**src/rtl/conv2d_pkg.sv**
```systemverilog
// Shared definitions for the conv2d front end: controller state encoding and
// default image geometry.
package conv2d_pkg;

  typedef enum logic [1:0] {
    ST_IDLE = 2'd0,
    ST_FILL = 2'd1,
    ST_RUN  = 2'd2,
    ST_DONE = 2'd3
  } lb_state_e;

  localparam int DEF_IMG_W = 34;
  localparam int DEF_IMG_H = 34;

endpackage

```
**src/rtl/rc_counter.sv**
```systemverilog
// Column/row raster counter: col wraps at IMG_W-1 and bumps row; the whole
// position wraps to (0,0) after the last pixel of the frame.
module rc_counter
  import conv2d_pkg::*;
#(
  parameter int IMG_W = DEF_IMG_W,
  parameter int IMG_H = DEF_IMG_H
) (
  input  logic                       clk,
  input  logic                       reset,
  input  logic                       clear,
  input  logic                       inc,
  output logic [$clog2(IMG_W)-1:0]   col,
  output logic [$clog2(IMG_H)-1:0]   row,
  output logic                       last_col,
  output logic                       last_pix
);

  localparam int CW = $clog2(IMG_W);
  localparam int RW = $clog2(IMG_H);

  logic [CW-1:0] r_col;
  logic [RW-1:0] r_row;

  assign last_col = (r_col == CW'(IMG_W - 1));
  assign last_pix = last_col && (r_row == RW'(IMG_H - 1));
  assign col      = r_col;
  assign row      = r_row;

  always_ff @(posedge clk or negedge reset) begin
    if (!reset) begin
      r_col <= '0;
      r_row <= '0;
    end else if (clear) begin
      r_col <= '0;
      r_row <= '0;
    end else if (inc) begin
      if (last_col) begin
        r_col <= '0;
        r_row <= last_pix ? '0 : r_row + RW'(1);
      end else begin
        r_col <= r_col + CW'(1);
      end
    end
  end

endmodule

```
**src/rtl/linebuffer_ctrl.sv**
```systemverilog
// Line-buffer controller: paces pixel acceptance into a 2-row line buffer and
// flags when the 2x2 window is complete. No pixel data passes through here.
module linebuffer_ctrl
  import conv2d_pkg::*;
#(
  parameter int IMG_W = DEF_IMG_W,
  parameter int IMG_H = DEF_IMG_H
) (
  input  logic                       clk,
  input  logic                       reset,
  input  logic                       start,
  input  logic                       in_valid,
  output logic                       in_ready,
  output logic                       lb_enable,
  output logic                       win_valid,
  output logic [$clog2(IMG_W)-1:0]   col,
  output logic [$clog2(IMG_H)-1:0]   row,
  output logic                       busy,
  output logic                       frame_done
);

  localparam int RW = $clog2(IMG_H);

  lb_state_e r_state;
  lb_state_e w_nextState;
  logic      w_accept;
  logic      w_clear;
  logic      w_lastCol;
  logic      w_lastPix;
  logic      w_fillDone;
  logic      r_winValid;

  assign w_accept   = in_valid && in_ready;
  assign w_clear    = (r_state == ST_IDLE) && start;
  assign w_fillDone = w_accept && (row == RW'(1)) && (col == '0);
  assign lb_enable  = w_accept;
  assign win_valid  = r_winValid;

  rc_counter #(
    .IMG_W (IMG_W),
    .IMG_H (IMG_H)
  ) u_rcCounter (
    .clk      (clk),
    .reset    (reset),
    .clear    (w_clear),
    .inc      (w_accept),
    .col      (col),
    .row      (row),
    .last_col (w_lastCol),
    .last_pix (w_lastPix)
  );

  always_ff @(posedge clk or negedge reset) begin
    if (!reset) begin
      r_state <= ST_IDLE;
    end else begin
      r_state <= w_nextState;
    end
  end

  // FILL holds until the first pixel of row 1 lands, so the lower window row exists.
  always_comb begin
    w_nextState = r_state;
    in_ready    = 1'b0;
    busy        = 1'b1;
    frame_done  = 1'b0;
    case (r_state)
      ST_IDLE: begin
        busy = 1'b0;
        if (start) w_nextState = ST_FILL;
      end
      ST_FILL: begin
        in_ready = 1'b1;
        if (w_fillDone) w_nextState = ST_RUN;
      end
      ST_RUN: begin
        in_ready = 1'b1;
        if (w_accept && w_lastPix) w_nextState = ST_DONE;
      end
      ST_DONE: begin
        frame_done  = 1'b1;
        w_nextState = ST_IDLE;
      end
      default: w_nextState = ST_IDLE;
    endcase
  end

  // A window completes when a pixel from row>=1, col>=1 is shifted in.
  always_ff @(posedge clk or negedge reset) begin
    if (!reset) begin
      r_winValid <= 1'b0;
    end else begin
      r_winValid <= w_accept && (row != '0) && (col != '0);
    end
  end

  logic w_unusedLastCol;
  assign w_unusedLastCol = w_lastCol;

endmodule

```
**config.mk**
```make
export PLATFORM = sky130hd
export DESIGN_NAME = linebuffer_ctrl
export DESIGN_NICKNAME = d
export VERILOG_FILES = /design/src/rtl/conv2d_pkg.sv /design/src/rtl/rc_counter.sv /design/src/rtl/linebuffer_ctrl.sv
export SDC_FILE = /design/constraint.sdc
export NUM_CORES = 1
export LEC_CHECK = 0
export CORE_MARGIN = 4
export CORE_UTILIZATION = 51
export CTS_BUF_LIST = sky130_fd_sc_hd__clkbuf_4
export DETAILED_ROUTE_END_ITERATION = 10
export PLACE_DENSITY = 0.85
export SYNTH_ARGS = -nofsm -noshare
export SYNTH_HDL_FRONTEND = slang
export SYNTH_SLANG_ARGS = --single-unit
```
**constraint.sdc**
```tcl
create_clock -name clk -period 2.8 [get_ports clk]
set_clock_uncertainty 0.2 [all_clocks]
set_input_delay 0.56 -clock clk [delete_from_list [all_inputs] [get_ports clk]]
set_output_delay 0.56 -clock clk [all_outputs]
set_load 0.005 [all_outputs]
```
[After elaboration in Yosys (flattened, before gate mapping)]
Index checks and enable logic that the tools add are counted.
Widths: inputs -> output; s select.
Word-level totals
  bits in registers: 15
  input port bits: 4
  output and inout bits: 17
  word-level logic and storage cells: 46
Operators by class
  $add $sub $neg: 2
  eq/ne operators: 9
  multiplexer cells: 14
  reduce and logical (&&, ||, !) cells: 17
Operators with widths (count)
  $mux 6: 7
  $add 6x1->6 const B: 2
  $eq 6x6->1 const B: 2
  $reduce_bool 6->1: 2
  $logic_and 1x1->1: 8
  $pmux 2 s4: 1
  $eq 6x1->1 const B: 1
  $logic_not 6->1: 1
  $mux 2: 3
  $ne 2x2->1 const B: 3
  $eq 2x2->1 const B: 2
  $reduce_bool 2->1: 2
  $mux 1: 3
  $reduce_and 3->1: 1
  $eq 2x1->1 const B: 1
  $logic_not 2->1: 1
  $reduce_and 2->1: 1
  $reduce_or 2->1: 1

[Longest topological paths before layout]
Gate-level depths: netlist (run 1).
  depth after elaboration: 8
  gate-level depth with buffers: 9
  depth with buffers taken out: 8

[Hierarchy]
Synthesis (run 1) repeated with hierarchy kept, for this count alone.
Second synthesis, totals
  cell total of the unflattened synthesis: 102
  area, all modules: 967.2 um^2
By module, submodules not included
  rc_counter: times used 1, cells each 71, area each 683.2 um^2, seq. area each 300.3 um^2
  linebuffer_ctrl: times used 1, cells each 31, area each 284.0 um^2, seq. area each 75.1 um^2

[Least setup slack after synthesis (run 1)]
Ideal clock, no wire load.
  path type: reg-to-reg
  from: reg r_state[0]
  to: reg r_state[1]
  library setup time: 127 ps
  data arrival time: 2181 ps
  required time: 2473 ps
  path slack: 291 ps
  cell stages (with the launch flop): 9
  path buffers: 0
  clock period less this slack: 2509 ps
  cell sequence: dfrtp_1 > inv_1 > ha_1 > nand2_1 > clkinv_1 > nand2_1 > or4_4 > a222oi_1 > mux2_1
On the way
  word-level cells in the longest chain between the ends: 8
  elaborated cells between the ends (all ways): 15
  those cells by class: eq/ne (6); mux (2); reduce/logical (7)
RTL lines
  from (decl): line linebuffer_ctrl.sv:24  | lb_state_e r_state;
  from (signal assigned): line linebuffer_ctrl.sv:57  | r_state <= w_nextState;
  $eq 2x2->1 or $eq 2x1->1 (tied branches): line linebuffer_ctrl.sv:67  | case (r_state)
  $reduce_or 2->1 (no source line) *
  $mux 1 *: line linebuffer_ctrl.sv:67
  named net in_ready: line linebuffer_ctrl.sv:13  | output logic in_ready,
  $logic_and 1x1->1 *: line linebuffer_ctrl.sv:33  | assign w_accept = in_valid && in_ready;
  named net lb_enable: line linebuffer_ctrl.sv:14  | output logic lb_enable,
  $logic_and 1x1->1 (2 in series): line linebuffer_ctrl.sv:35  | assign w_fillDone = w_accept && (row == RW'(1)) && (col == '0);
  $ne 2x2->1 (no source line)
  $reduce_and 3->1 (no source line) *
The timed path passes the listed nets; every way through them passes the cells marked *.
A chain may end at the register's enable or synchronous reset.

[Worst setup path in the final report (run 1)]
  from: reg r_state[0]
  to: out lb_enable
On the way
  word-level cells in the longest chain between the ends: 4
  elaborated cells between the ends (all ways): 5
  those cells by class: eq/ne (2); mux (1); reduce/logical (2)
RTL lines (line)
  $eq 2x2->1 or $eq 2x1->1 (tied branches): linebuffer_ctrl.sv:67
  $reduce_or 2->1 (no source line) *
  $mux 1 *: linebuffer_ctrl.sv:67
  $logic_and 1x1->1 *: linebuffer_ctrl.sv:33
  to (decl): linebuffer_ctrl.sv:14
Mark *: on every way between the ends. The rest lies on a longest branch, timed or not.

==> results of run 1 <==
[power groups by stage]
stage                     clock network, mW  logic (mW)  registers, mW
final                                 0.129       0.430          0.312
after global routing                  0.146       0.480          0.319
after CTS                             0.131       0.410          0.314
after detailed placement                  0       0.406          0.319
after global placement                    0       0.392          0.311
after floorplan                           0       0.222          0.303
[layer usage]
| metal | routed length, um | GRT usage (%) | share of wire, % | vias up |
|---|---|---|---|---|
| li1 | - | - | - | 398 |
| met1 | 879 | 22.0 | 42 | 387 |
| met2 | 1030 | 31.3 | 50 | 23 |
| met3 | 107 | 4.14 | 5.2 | 5 |
| met4 | 57 | 13.4 | 2.7 | 0 |
| met5 | 0 | 0 | 0 | - |
[synth_stat cells, drive strengths merged]
| cell type | instances |
|---|---|
| a21oi | 8 |
| a222oi | 1 |
| a2bb2oi | 1 |
| a311oi | 2 |
| a31o | 1 |
| a41oi | 1 |
| and3 | 3 |
| and4 | 1 |
| clkbuf | 2 |
| clkinv | 1 |
| dfrtp | 15 |
| ha | 10 |
| inv | 8 |
| mux2 | 1 |
| nand2 | 12 |
| nand3b | 2 |
| nand4 | 3 |
| nor2 | 12 |
| nor3 | 6 |
| o2111ai | 2 |
| or3 | 1 |
| or4 | 1 |
| xor2 | 4 |
[worst register-to-register path: stages (launching register included)]
cell	delay [ps]
dfrtp_1	400
inv_1	70
ha_1	330
nand2_2	90
clkinv_1	70
nand2_1	50
or4_4	410
a222oi_1	420
mux2_1	360
[cell type report]
| cell class | instances | area share (%) |
|---|---|---|
| well taps | 24 | 2.51 |
| multi-input cells | 72 | 41.2 |
| repair buffers | 25 | 19.8 |
| flip-flops and latches | 15 | 31.3 |
| clock inverters | 1 | 0.418 |
| inverters | 9 | 2.82 |
| clock buffers | 3 | 1.88 |
[kinds of logic after synthesis]
group	Yosys count	share of synthesized area, %
simple gates	41	23.0
compound gates	16	12.3
flops	15	41.3
buf+inv	11	4.55
fa+ha+maj	10	13.8
xor+xnor	4	3.86
mux	1	1.24
[worst min path at each step]
stage,to
detailed placement,r_state[1]
global placement,r_state[1]
global route,r_state[1]
finish,r_state[1]
floorplan,r_state[0]
CTS,r_state[1]
[through the flow]
step / hold slack [ps] / setup slack (ps) / instance area, um^2 / power [mW]
after detailed placement: 356 / 54.2 / 1150 / 0.725
after CTS: 377 / 30.8 / 1180 / 0.855
final: 369 / 117 / 1200 / 0.871
after global placement: 335 / 103 / 1150 / 0.704
after floorplan: 64.4 / 291 / 908 / 0.525
after global routing: 407 / 2.56 / 1200 / 0.946
[flip-flops by register name, indices dropped and copies added (netlist names)]
register,cells
r_state,2
u_rcCounter.col,6
u_rcCounter.row,6
win_valid,1
[what timing repair did]
item	4_1_cts	5_1_grt
buffers inserted	0	2
setup endpoints to repair	0	1
resized for setup	0	1
==> flow_metrics.env, run 1 <==
export IMPL_status="completed"
export IMPL_comb_power_share_pct=49.4
export IMPL_insertion_delay_ps=290
export IMPL_synth_seq_cells=15
export IMPL_coreArea_um2=1590
export IMPL_cts_max_path_buffers=2
export IMPL_r2r_slack_ps=290
export IMPL_vias=813
export IMPL_peakVddDrop_mv=0.631
export IMPL_synthesis_area_um2=908
export IMPL_grt_ovfl_total=0
export IMPL_p_int_mw=0.538
export IMPL_holdPathStages=1
export IMPL_place_inst=143
export IMPL_grt_first_pass_wirelength_um=3580
export IMPL_period_share_pct=95.8
export IMPL_root_buffer="clkbuf_4"
export IMPL_relSlewSlack_pct=55.8
export IMPL_hold_path_class="flip-flop to flip-flop"
export IMPL_finalNetCount=140
export IMPL_path_depth=6
export IMPL_cp_max_fo=9
export IMPL_cts_tree="yes"
export IMPL_cts_htree_levels=1
export IMPL_track_usage_pct=19.0
export IMPL_die_area_um2=2520
export IMPL_layout_commonest_cell="clkdlybuf4s50_1"
export IMPL_area_growth_synth_to_final_pct=32.0
export IMPL_critPathLaunchType="flip-flop"
export IMPL_clk_pin_slew_ps=90
export IMPL_yosysTopAreaCell="dfrtp_1"
export IMPL_ant_nets=0
export IMPL_utilization_pct=75.2
export IMPL_worst_r2r_path_depth=8
export IMPL_hold_buffers=0
export IMPL_die_w_um=50.2
export IMPL_tightest_slew_ps=662
export IMPL_yosysWarnings=0
export IMPL_row_count=14
export IMPL_finalSetupTns_ps=0
export IMPL_netlist_top_cells_area="dfrtp_1 41%, ha_1 14%, nand2_1 5.0%, nor2_1 5.0%, a21oi_1 4.4%"
export IMPL_cp_slowest_cell="clkdlybuf4s50_1"
export IMPL_synth_distinct_cells=24
export IMPL_period_minus_slack_ps=2680
export IMPL_arrival_ps=1920
export IMPL_antenna_found_initial=0
export IMPL_finalNonFillerCells=149
export IMPL_dr_first_iter_drc_count=16
export IMPL_crit_chain="inv_1 > ha_1 > nand2_2 > clkinv_1 > buf_4 > clkdlybuf4s50_1"
export IMPL_setup_viol=0
export IMPL_syn_area_per_cell_um2=9.27
export IMPL_grt_max_degree=16
export IMPL_place_congestion=0.788
export IMPL_p_switching_mw=0.333
export IMPL_die_h_um=50.2
export IMPL_wirelength_um=2080
export IMPL_routed_via_density=5.46
export IMPL_layout_common_cells="20 x clkdlybuf4s50_1, 15 x dfrtp_1, 12 x nor2_1, 11 x nand2_1, 10 x ha_1"
export IMPL_cp_required_ps=2040
export IMPL_ios=21
export IMPL_multi_input_area_um2=494
export IMPL_rsz0062_at_grt="no"
export IMPL_synth_top_area_share_pct=41.3
export IMPL_cap_viol_max_count=0
export IMPL_syn_instance_count=98
export IMPL_portBuffers=20
export IMPL_worst_path_largest_cell_delay_ps=450
export IMPL_synth_seq_area_share_pct=41.3
export IMPL_post_drt_wl_per_cell_um=13.9
export IMPL_min_from="r_state[1]"
export IMPL_initial_core_util_pct=57.0
export IMPL_switching_share_pct=38.2
export IMPL_endpoint_kind="output pin"
export IMPL_seqPwrFrac_pct=35.8
export IMPL_drive_gt1_share_pct=11.2
export IMPL_syn_num_nets=112
export IMPL_p_leak_nw=0.550
export IMPL_cp_num_buf_inv=4
export IMPL_clock_sinks=15
export IMPL_cts_buffers=3
export IMPL_clockPowerShare_pct=14.8
export IMPL_p_per_area_nw_per_um2=727
export IMPL_nFillCells=117
export IMPL_drc=0
export IMPL_dpl_hpwl_um=1580
export IMPL_first_global_vias=813
export IMPL_rr_startpoint="r_state[0]"
export IMPL_fmax_mhz=373
export IMPL_hold_viol_final=0
export IMPL_crit_type="flip-flop to output pin"
export IMPL_finalMaxSlewViolations=0
export IMPL_dr_pass1_iters=4
export IMPL_endpoint="lb_enable"
export IMPL_crit_family="buffers and inverters"
export IMPL_critPathLaunch="r_state[0]"
export IMPL_r2r_end="r_state[1]"
export IMPL_insertedDiodeCount=0
export IMPL_seq_area_um2=375
(Power assumes the default switching activity.)
==> run 2, diff against run 1 <==
- SLEW_MARGIN: unset -> 20
==> results of run 2 <==
The final DEF is identical to that of run 1; final timing and power are the same.
